===== src/rtl/reg_file_scoreboard_if.sv =====
// Decode/writeback bus of the scoreboarded MIPS register file.
// master = pipeline side (decode + writeback), slave = register file.
interface reg_file_scoreboard_if #(
  parameter int DATA_WIDTH      = 32,
  parameter int STALL_CNT_WIDTH = 16
);
  logic [4:0]                 ReadRegister1;
  logic [4:0]                 ReadRegister2;
  logic                       ReadValid1;
  logic                       ReadValid2;
  logic [DATA_WIDTH-1:0]      ReadData1;
  logic [DATA_WIDTH-1:0]      ReadData2;
  logic [4:0]                 WriteRegister;
  logic [DATA_WIDTH-1:0]      WriteData;
  logic                       RegWrite;
  logic                       IssueValid;
  logic [4:0]                 IssueDest;
  logic                       Stall;
  logic [31:0]                PendingMask;
  logic [STALL_CNT_WIDTH-1:0] StallCount;

  modport master (
    output ReadRegister1, ReadRegister2, ReadValid1, ReadValid2,
    output WriteRegister, WriteData, RegWrite, IssueValid, IssueDest,
    input  ReadData1, ReadData2, Stall, PendingMask, StallCount
  );

  modport slave (
    input  ReadRegister1, ReadRegister2, ReadValid1, ReadValid2,
    input  WriteRegister, WriteData, RegWrite, IssueValid, IssueDest,
    output ReadData1, ReadData2, Stall, PendingMask, StallCount
  );
endinterface


===== src/rtl/reg_file_scoreboard.sv =====
// MIPS 32x32 register file with pending-write scoreboard and saturating stall counter.
// Optional macro REGFILE_BYPASS_EN: same-cycle writeback forwarding onto the read ports.
module reg_file_scoreboard #(
  parameter int DATA_WIDTH      = 32,
  parameter int STALL_CNT_WIDTH = 16
) (
  input logic                  Clk,
  input logic                  Rst_n,
  reg_file_scoreboard_if.slave rf
);

  logic [DATA_WIDTH-1:0]      r_regs [32];
  logic [31:1]                r_pending;
  logic [STALL_CNT_WIDTH-1:0] r_stall_cnt;

  logic [31:0]           w_pend_mask;
  logic                  w_wr_en;
  logic                  w_byp1;
  logic                  w_byp2;
  logic                  w_raw1;
  logic                  w_raw2;
  logic                  w_waw;
  logic                  w_stall;
  logic                  w_issue_en;
  logic [DATA_WIDTH-1:0] w_rd1;
  logic [DATA_WIDTH-1:0] w_rd2;

  assign w_pend_mask = {r_pending, 1'b0};
  assign w_wr_en     = rf.RegWrite && (rf.WriteRegister != 5'd0);

`ifdef REGFILE_BYPASS_EN
  assign w_byp1 = w_wr_en && (rf.WriteRegister == rf.ReadRegister1);
  assign w_byp2 = w_wr_en && (rf.WriteRegister == rf.ReadRegister2);
`else
  assign w_byp1 = 1'b0;
  assign w_byp2 = 1'b0;
`endif

  always_comb begin
    w_rd1 = (rf.ReadRegister1 == 5'd0) ? '0 : r_regs[rf.ReadRegister1];
    w_rd2 = (rf.ReadRegister2 == 5'd0) ? '0 : r_regs[rf.ReadRegister2];
    if (w_byp1) w_rd1 = rf.WriteData;
    if (w_byp2) w_rd2 = rf.WriteData;
  end

  // A writeback to the issue destination this cycle retires the old producer,
  // so the new issue is not a WAW hazard.
  assign w_raw1     = rf.ReadValid1 && w_pend_mask[rf.ReadRegister1] && !w_byp1;
  assign w_raw2     = rf.ReadValid2 && w_pend_mask[rf.ReadRegister2] && !w_byp2;
  assign w_waw      = rf.IssueValid && w_pend_mask[rf.IssueDest] &&
                      !(rf.RegWrite && (rf.WriteRegister == rf.IssueDest));
  assign w_stall    = w_raw1 || w_raw2 || w_waw;
  assign w_issue_en = rf.IssueValid && !w_stall && (rf.IssueDest != 5'd0);

  assign rf.ReadData1   = w_rd1;
  assign rf.ReadData2   = w_rd2;
  assign rf.Stall       = w_stall;
  assign rf.PendingMask = w_pend_mask;
  assign rf.StallCount  = r_stall_cnt;

  always_ff @(posedge Clk or negedge Rst_n) begin
    if (!Rst_n) begin
      for (int i = 0; i < 32; i++) r_regs[i] <= '0;
    end else if (w_wr_en) begin
      r_regs[rf.WriteRegister] <= rf.WriteData;
    end
  end

  // Issue beats writeback on the same register: the newer producer owns it.
  always_ff @(posedge Clk or negedge Rst_n) begin
    if (!Rst_n) begin
      r_pending <= '0;
    end else begin
      for (int i = 1; i < 32; i++) begin
        if (w_issue_en && (rf.IssueDest == 5'(i)))
          r_pending[i] <= 1'b1;
        else if (w_wr_en && (rf.WriteRegister == 5'(i)))
          r_pending[i] <= 1'b0;
      end
    end
  end

  always_ff @(posedge Clk or negedge Rst_n) begin
    if (!Rst_n) begin
      r_stall_cnt <= '0;
    end else if (w_stall && (r_stall_cnt != '1)) begin
      r_stall_cnt <= r_stall_cnt + 1'b1;
    end
  end

endmodule


===== src/flat_wrapper.sv =====
// flat-port wrapper written by rule: the top's interface ports become plain ports
module reg_file_scoreboard_flat 
#(
  parameter int DATA_WIDTH      = 32,
  parameter int STALL_CNT_WIDTH = 16
)
  (Clk, Rst_n, rf_ReadRegister1, rf_ReadRegister2, rf_ReadValid1, rf_ReadValid2, rf_WriteRegister, rf_WriteData, rf_RegWrite, rf_IssueValid, rf_IssueDest, rf_ReadData1, rf_ReadData2, rf_Stall, rf_PendingMask, rf_StallCount);
  reg_file_scoreboard_if #(.DATA_WIDTH(DATA_WIDTH), .STALL_CNT_WIDTH(STALL_CNT_WIDTH)) rf_i ();
  input logic Clk;
  input logic Rst_n;
  input wire logic [$bits(rf_i.ReadRegister1)-1:0] rf_ReadRegister1;
  input wire logic [$bits(rf_i.ReadRegister2)-1:0] rf_ReadRegister2;
  input wire logic [$bits(rf_i.ReadValid1)-1:0] rf_ReadValid1;
  input wire logic [$bits(rf_i.ReadValid2)-1:0] rf_ReadValid2;
  input wire logic [$bits(rf_i.WriteRegister)-1:0] rf_WriteRegister;
  input wire logic [$bits(rf_i.WriteData)-1:0] rf_WriteData;
  input wire logic [$bits(rf_i.RegWrite)-1:0] rf_RegWrite;
  input wire logic [$bits(rf_i.IssueValid)-1:0] rf_IssueValid;
  input wire logic [$bits(rf_i.IssueDest)-1:0] rf_IssueDest;
  output wire logic [$bits(rf_i.ReadData1)-1:0] rf_ReadData1;
  output wire logic [$bits(rf_i.ReadData2)-1:0] rf_ReadData2;
  output wire logic [$bits(rf_i.Stall)-1:0] rf_Stall;
  output wire logic [$bits(rf_i.PendingMask)-1:0] rf_PendingMask;
  output wire logic [$bits(rf_i.StallCount)-1:0] rf_StallCount;
  assign rf_i.ReadRegister1 = rf_ReadRegister1;
  assign rf_i.ReadRegister2 = rf_ReadRegister2;
  assign rf_i.ReadValid1 = rf_ReadValid1;
  assign rf_i.ReadValid2 = rf_ReadValid2;
  assign rf_i.WriteRegister = rf_WriteRegister;
  assign rf_i.WriteData = rf_WriteData;
  assign rf_i.RegWrite = rf_RegWrite;
  assign rf_i.IssueValid = rf_IssueValid;
  assign rf_i.IssueDest = rf_IssueDest;
  assign rf_ReadData1 = rf_i.ReadData1;
  assign rf_ReadData2 = rf_i.ReadData2;
  assign rf_Stall = rf_i.Stall;
  assign rf_PendingMask = rf_i.PendingMask;
  assign rf_StallCount = rf_i.StallCount;
  reg_file_scoreboard #(.DATA_WIDTH(DATA_WIDTH), .STALL_CNT_WIDTH(STALL_CNT_WIDTH)) u_core (.Clk(Clk), .Rst_n(Rst_n), .rf(rf_i));
endmodule

===== config.mk =====
export PLATFORM = sky130hd
export DESIGN_NAME = reg_file_scoreboard_flat
export DESIGN_NICKNAME = d
export VERILOG_FILES = /design/src/rtl/reg_file_scoreboard_if.sv /design/src/rtl/reg_file_scoreboard.sv /design/src/flat_wrapper.sv
export SDC_FILE = /design/constraint.sdc
export NUM_CORES = 2
export LEC_CHECK = 0
export CAP_MARGIN = 25
export CORE_MARGIN = 2
export CORE_UTILIZATION = 25
export CTS_CLUSTER_DIAMETER = 50
export DETAILED_ROUTE_END_ITERATION = 16
export PLACE_DENSITY_LB_ADDON = 0.25
export SYNTH_ARGS = -nofsm -noshare
export SYNTH_HDL_FRONTEND = slang
export SYNTH_SLANG_ARGS = --single-unit
export TNS_END_PERCENT = 100

===== constraint.sdc =====
create_clock -name Clk -period 4.4 [get_ports Clk]
set_input_delay 0.88 -clock Clk [delete_from_list [all_inputs] [get_ports Clk]]
set_output_delay 0.88 -clock Clk [all_outputs]
set_load 0.02 [all_outputs]

==> summary.md <==
| Metric | Value |
|---|---|
| Worst-Skew Late Latency | `0.79 ns` |
| Crit-path most repeated cell | `buf_12` |
| Clock transition at path regs | `roughly 0.05 ns` |
| Overall global routing resource usage | `17.08%` |
| Multiplexer share of the synthesized area | `approximately 47%` |
| Asr flop ratio synth | `100.0%` |
| Io pins | `approximately 170` |
| Top-count cell post-synth | `dfrtp_1` |
| Max_slew headroom | `between 20% and 30%` |
| Internal | `~23 mW` |
| Antenna violations before repair | `14` |
| RSZ-0062 raised after global routing | `false` |
| Worst Path Required | `around 3.5 ns` |
| Cells after Synth | `roughly 3500` |
| Maximum Capacitance Violations | `0` |
| Vias in the first global route | `between 30000 and 40000` |
| Initial core utilization | `between 20% and 30%` |
| Critical path class | `in -> out` |
| Tcrit/Tclk final | `a little over nine tenths` |
| Post-synth top area cell | `dfrtp_1` |
| Fill cells | `22200` |
| Critical path's slowest cell | `clkdlybuf4s50_1` |
| Area added between synthesis and finish | `21.89%` |
| Main combinational cell family by area after synthesis | `multiplexers` |
| Vias | `around 35000` |
| CP Launch Type | `input port` |
| Share of cells above drive strength 1 | `just under 60%` |
| First-pass detailed-route iteration total | `7` |
| Global route overflow | `0` |
| H-tree Lvls | `4` |
| Die W | `about 480 um` |
| Ys Warns | `0` |
| Fin crit period | `~4.3 ns` |
| Clk sinks | `roughly 1100` |
| Antenna Nets Post-Route | `0` |
| Hpwl dp | `119400 um` |
| Postcts setup bufs | `0` |
| Synth top area cells | `dfrtp_1 (47%), mux4_2 (26%), mux2_2 (20%), clkbuf_1 (1.9%), mux2i_1 (0.81%)` |
| Power share of the sequential group | `between 40% and 50%` |
| Compound-gate portion of the synthesized area | `1.094%` |
| Max incr delay on CP | `between 0.5 and 0.6 ns` |
| Number of synthesized flops with an enable pin | `0` |
| Slew Limit Fails | `0` |
| CTS root buf | `clkbuf_16` |
| Switch Pwr | `between 8 and 9 mW` |
| #FFs+latches synth | `~1100` |
| Nets@finish | `3766` |
| Clock buffer depth | `3` |
| Avg Cell Area, Syn | `approximately 16 um2` |
| Worst EP arrival | `roughly 3.5 ns` |
| Post-Syn Area | `approximately 57000 um2` |
| Final Hold Vio Count | `0` |
| Worst slew pin tran | `1.072 ns` |
| Tot Pwr | `approximately 32 mW` |
| Seq/Total Area, Yosys | `a little under half` |
| Maximum clock frequency | `around 230 MHz` |
| P_leak | `~29 nW` |
| First DRT Iteration DRCs | `around 2800` |
| Core footprint | `225100 um2` |
| # setup viols final | `0` |
| Sw Ratio | `28.16%` |
| Clk pwr share | `between 30% and 40%` |
| Wirelength per Cell | `28.98 um` |
| Cts bufs inserted | `~140` |
| PD cells | `about 460 nW/um2` |
| Layout Skew | `~0.031 ns` |
| Port Buf Inserts | `169` |
| Outcome | `finished, final reports clean` |
| Util after Layout | `a little under a third` |
| Syn nets | `3606` |
| Yosys top cell area share | `between 40% and 50%` |
| Library cells used by synthesis | `48` |
| Ys flop type | `dfrtp_1` |
| Die Area | `about 230000 um2` |
| First-pass GRT wire length | `around 280000 um` |
| Most common library cells after synthesis | `dfrtp_1 (1071), mux2_2 (1011), mux4_2 (646)` |
| # diodes | `0` |
| CTS tree | `built` |
| HP Class | `in -> async` |
| FP Rows | `174` |
| Crit. End Element | `output pin` |
| # DRC | `0` |
| CP Cell Sequence | `buf_12, buf_12, buf_12, mux4_2, mux4_2, mux2_2, clkdlybuf4s50_1` |
| Crit-path max FO | `29` |
| Cts hold-fix bufs | `0` |
| Routability cong. | `approximately 0.76` |
| Pin count of the biggest net entering global routing | `133` |
| Gate power share | `22.2%` |
| Final wirelength | `just under 200000 um` |
| Synth Area in Simple Gates | `under 10%` |
| Max VDD drop | `301.4 uV` |
| PnR worst setup slack | `between 0.06 and 0.07 ns` |
| Post-DR vias/cell | `a little over 5` |
| Dpl ws | `-0.2463 ns` |
| XOR/XNOR Fraction of Synth Area | `less than 1%` |
| Die Ht | `480.3 um` |
| Synth Area in Adders | `less than 1%` |
==> repair_timing <==
action                                 in CTS  in global routing
setup endpoints to repair                   5                  2
endpoints found under the hold margin       0                  0
gates resized for setup                     6                  2
==> power by group through the flow <==
stage	Sequential, mW	Combinational, mW	Clock, mW
after floorplan	12.9	4.84	0
after global placement	13.3	7.02	0
after detailed placement	13.3	7.13	0
after CTS	13.2	7.16	11.9
after global routing	13.5	7.57	12.4
final	13.2	7.09	11.6
==> routing by layer <==
layer	wire length, um	vias up	part of all wire (%)	track usage (%)
met1	91890	19480	47	24.88
li1	-	14130	-	-
met5	72	-	0.037	0
met4	4387	10	2.2	4.282
met2	90210	1053	46	26.24
met3	10500	263	5.3	2.924
==> logic make-up after synthesis <==
group	after synthesis
mux	1703
flops	1071
buf+inv	423
simple gates	226
compound gates	103
xor+xnor	19
fa+ha+maj	1
other cells	1
==> flip-flops by register name, indices dropped and copies added, names as in the netlist <==
name / flops
u_core.rf.StallCount: 16
u_core.r_pending: 31
u_core.r_regs: 1024
==> layout make-up <==
| class | count | area, um2 | share of cell area, % |
|---|---|---|---|
| multi-input cells | 2053 | 28480 | 41.20 |
| clock buffers | 180 | 3812 | 5.516 |
| repair buffers | 434 | 5441 | 7.873 |
| clock inverters | 60 | 802.0 | 1.160 |
| flip-flops and latches | 1071 | 26800 | 38.78 |
| inverters | 10 | 38.79 | 0.05612 |
| well taps | 2992 | 3744 | 5.416 |
==> through the flow <==
| step | cell area [um2] | hold WS [ns] | instances | TNS, ns |
|---|---|---|---|---|
| 4_1_cts | 68660 | 0.03923 | 6781 | 0 |
| 2_1_floorplan | 56710 | 0.4246 | 3547 | 0 |
| 3_3_place_gp | 63800 | 0.3604 | 6533 | -0.3294 |
| 3_5_place_dp | 64010 | 0.3635 | 6541 | -0.3579 |
| 5_1_grt | 69120 | 0.06716 | 6800 | 0 |
| 6_report | 69120 | 0.06020 | 6800 | 0 |
==> final timing paths <==
kind	start	cells after the start	to	slack, ns
worst max-delay path	rf_ReadRegister2[0]	7	rf_ReadData2[13]	0.07
worst min-delay path	Rst_n	1	u_core.rf.StallCount[4]	0.06
worst max register to register	u_core.r_pending[6]	8	u_core.r_pending[23]	1.30
worst min register to register	u_core.r_regs[995]	0	u_core.r_regs[995]	0.37
max in group asynchronous	Rst_n	2	u_core.r_regs[567]	3.06
min in group Clk	u_core.r_regs[995]	0	u_core.r_regs[995]	0.37
==> placed cells by master, fill, tap and decap left out, types with 9 or more instances in the layout <==
cell,count
o21ai_0,26
buf_4,146
clkinv_2,15
clkdlybuf4s50_1,148
buf_12,101
nand3_1,13
mux2i_1,45
nand2_1,93
clkbuf_16,147
o21ai_1,14
nor2_4,12
and3_1,9
mux2_2,1011
nor2_1,35
inv_6,17
bufinv_16,12
clkbuf_8,18
a21oi_1,33
buf_16,16
clkbuf_1,23
mux4_2,646
nor2b_1,10
nand4_1,9
nand2_4,11
dfrtp_1,1071
xnor2_1,19
==> critical path, delay by kind of cell <==
kind / cells / cell delay [ns]
multiplexers: 3 / 1.25
buffers and inverters: 4 / 1.23
(Power assumes the default switching activity.)
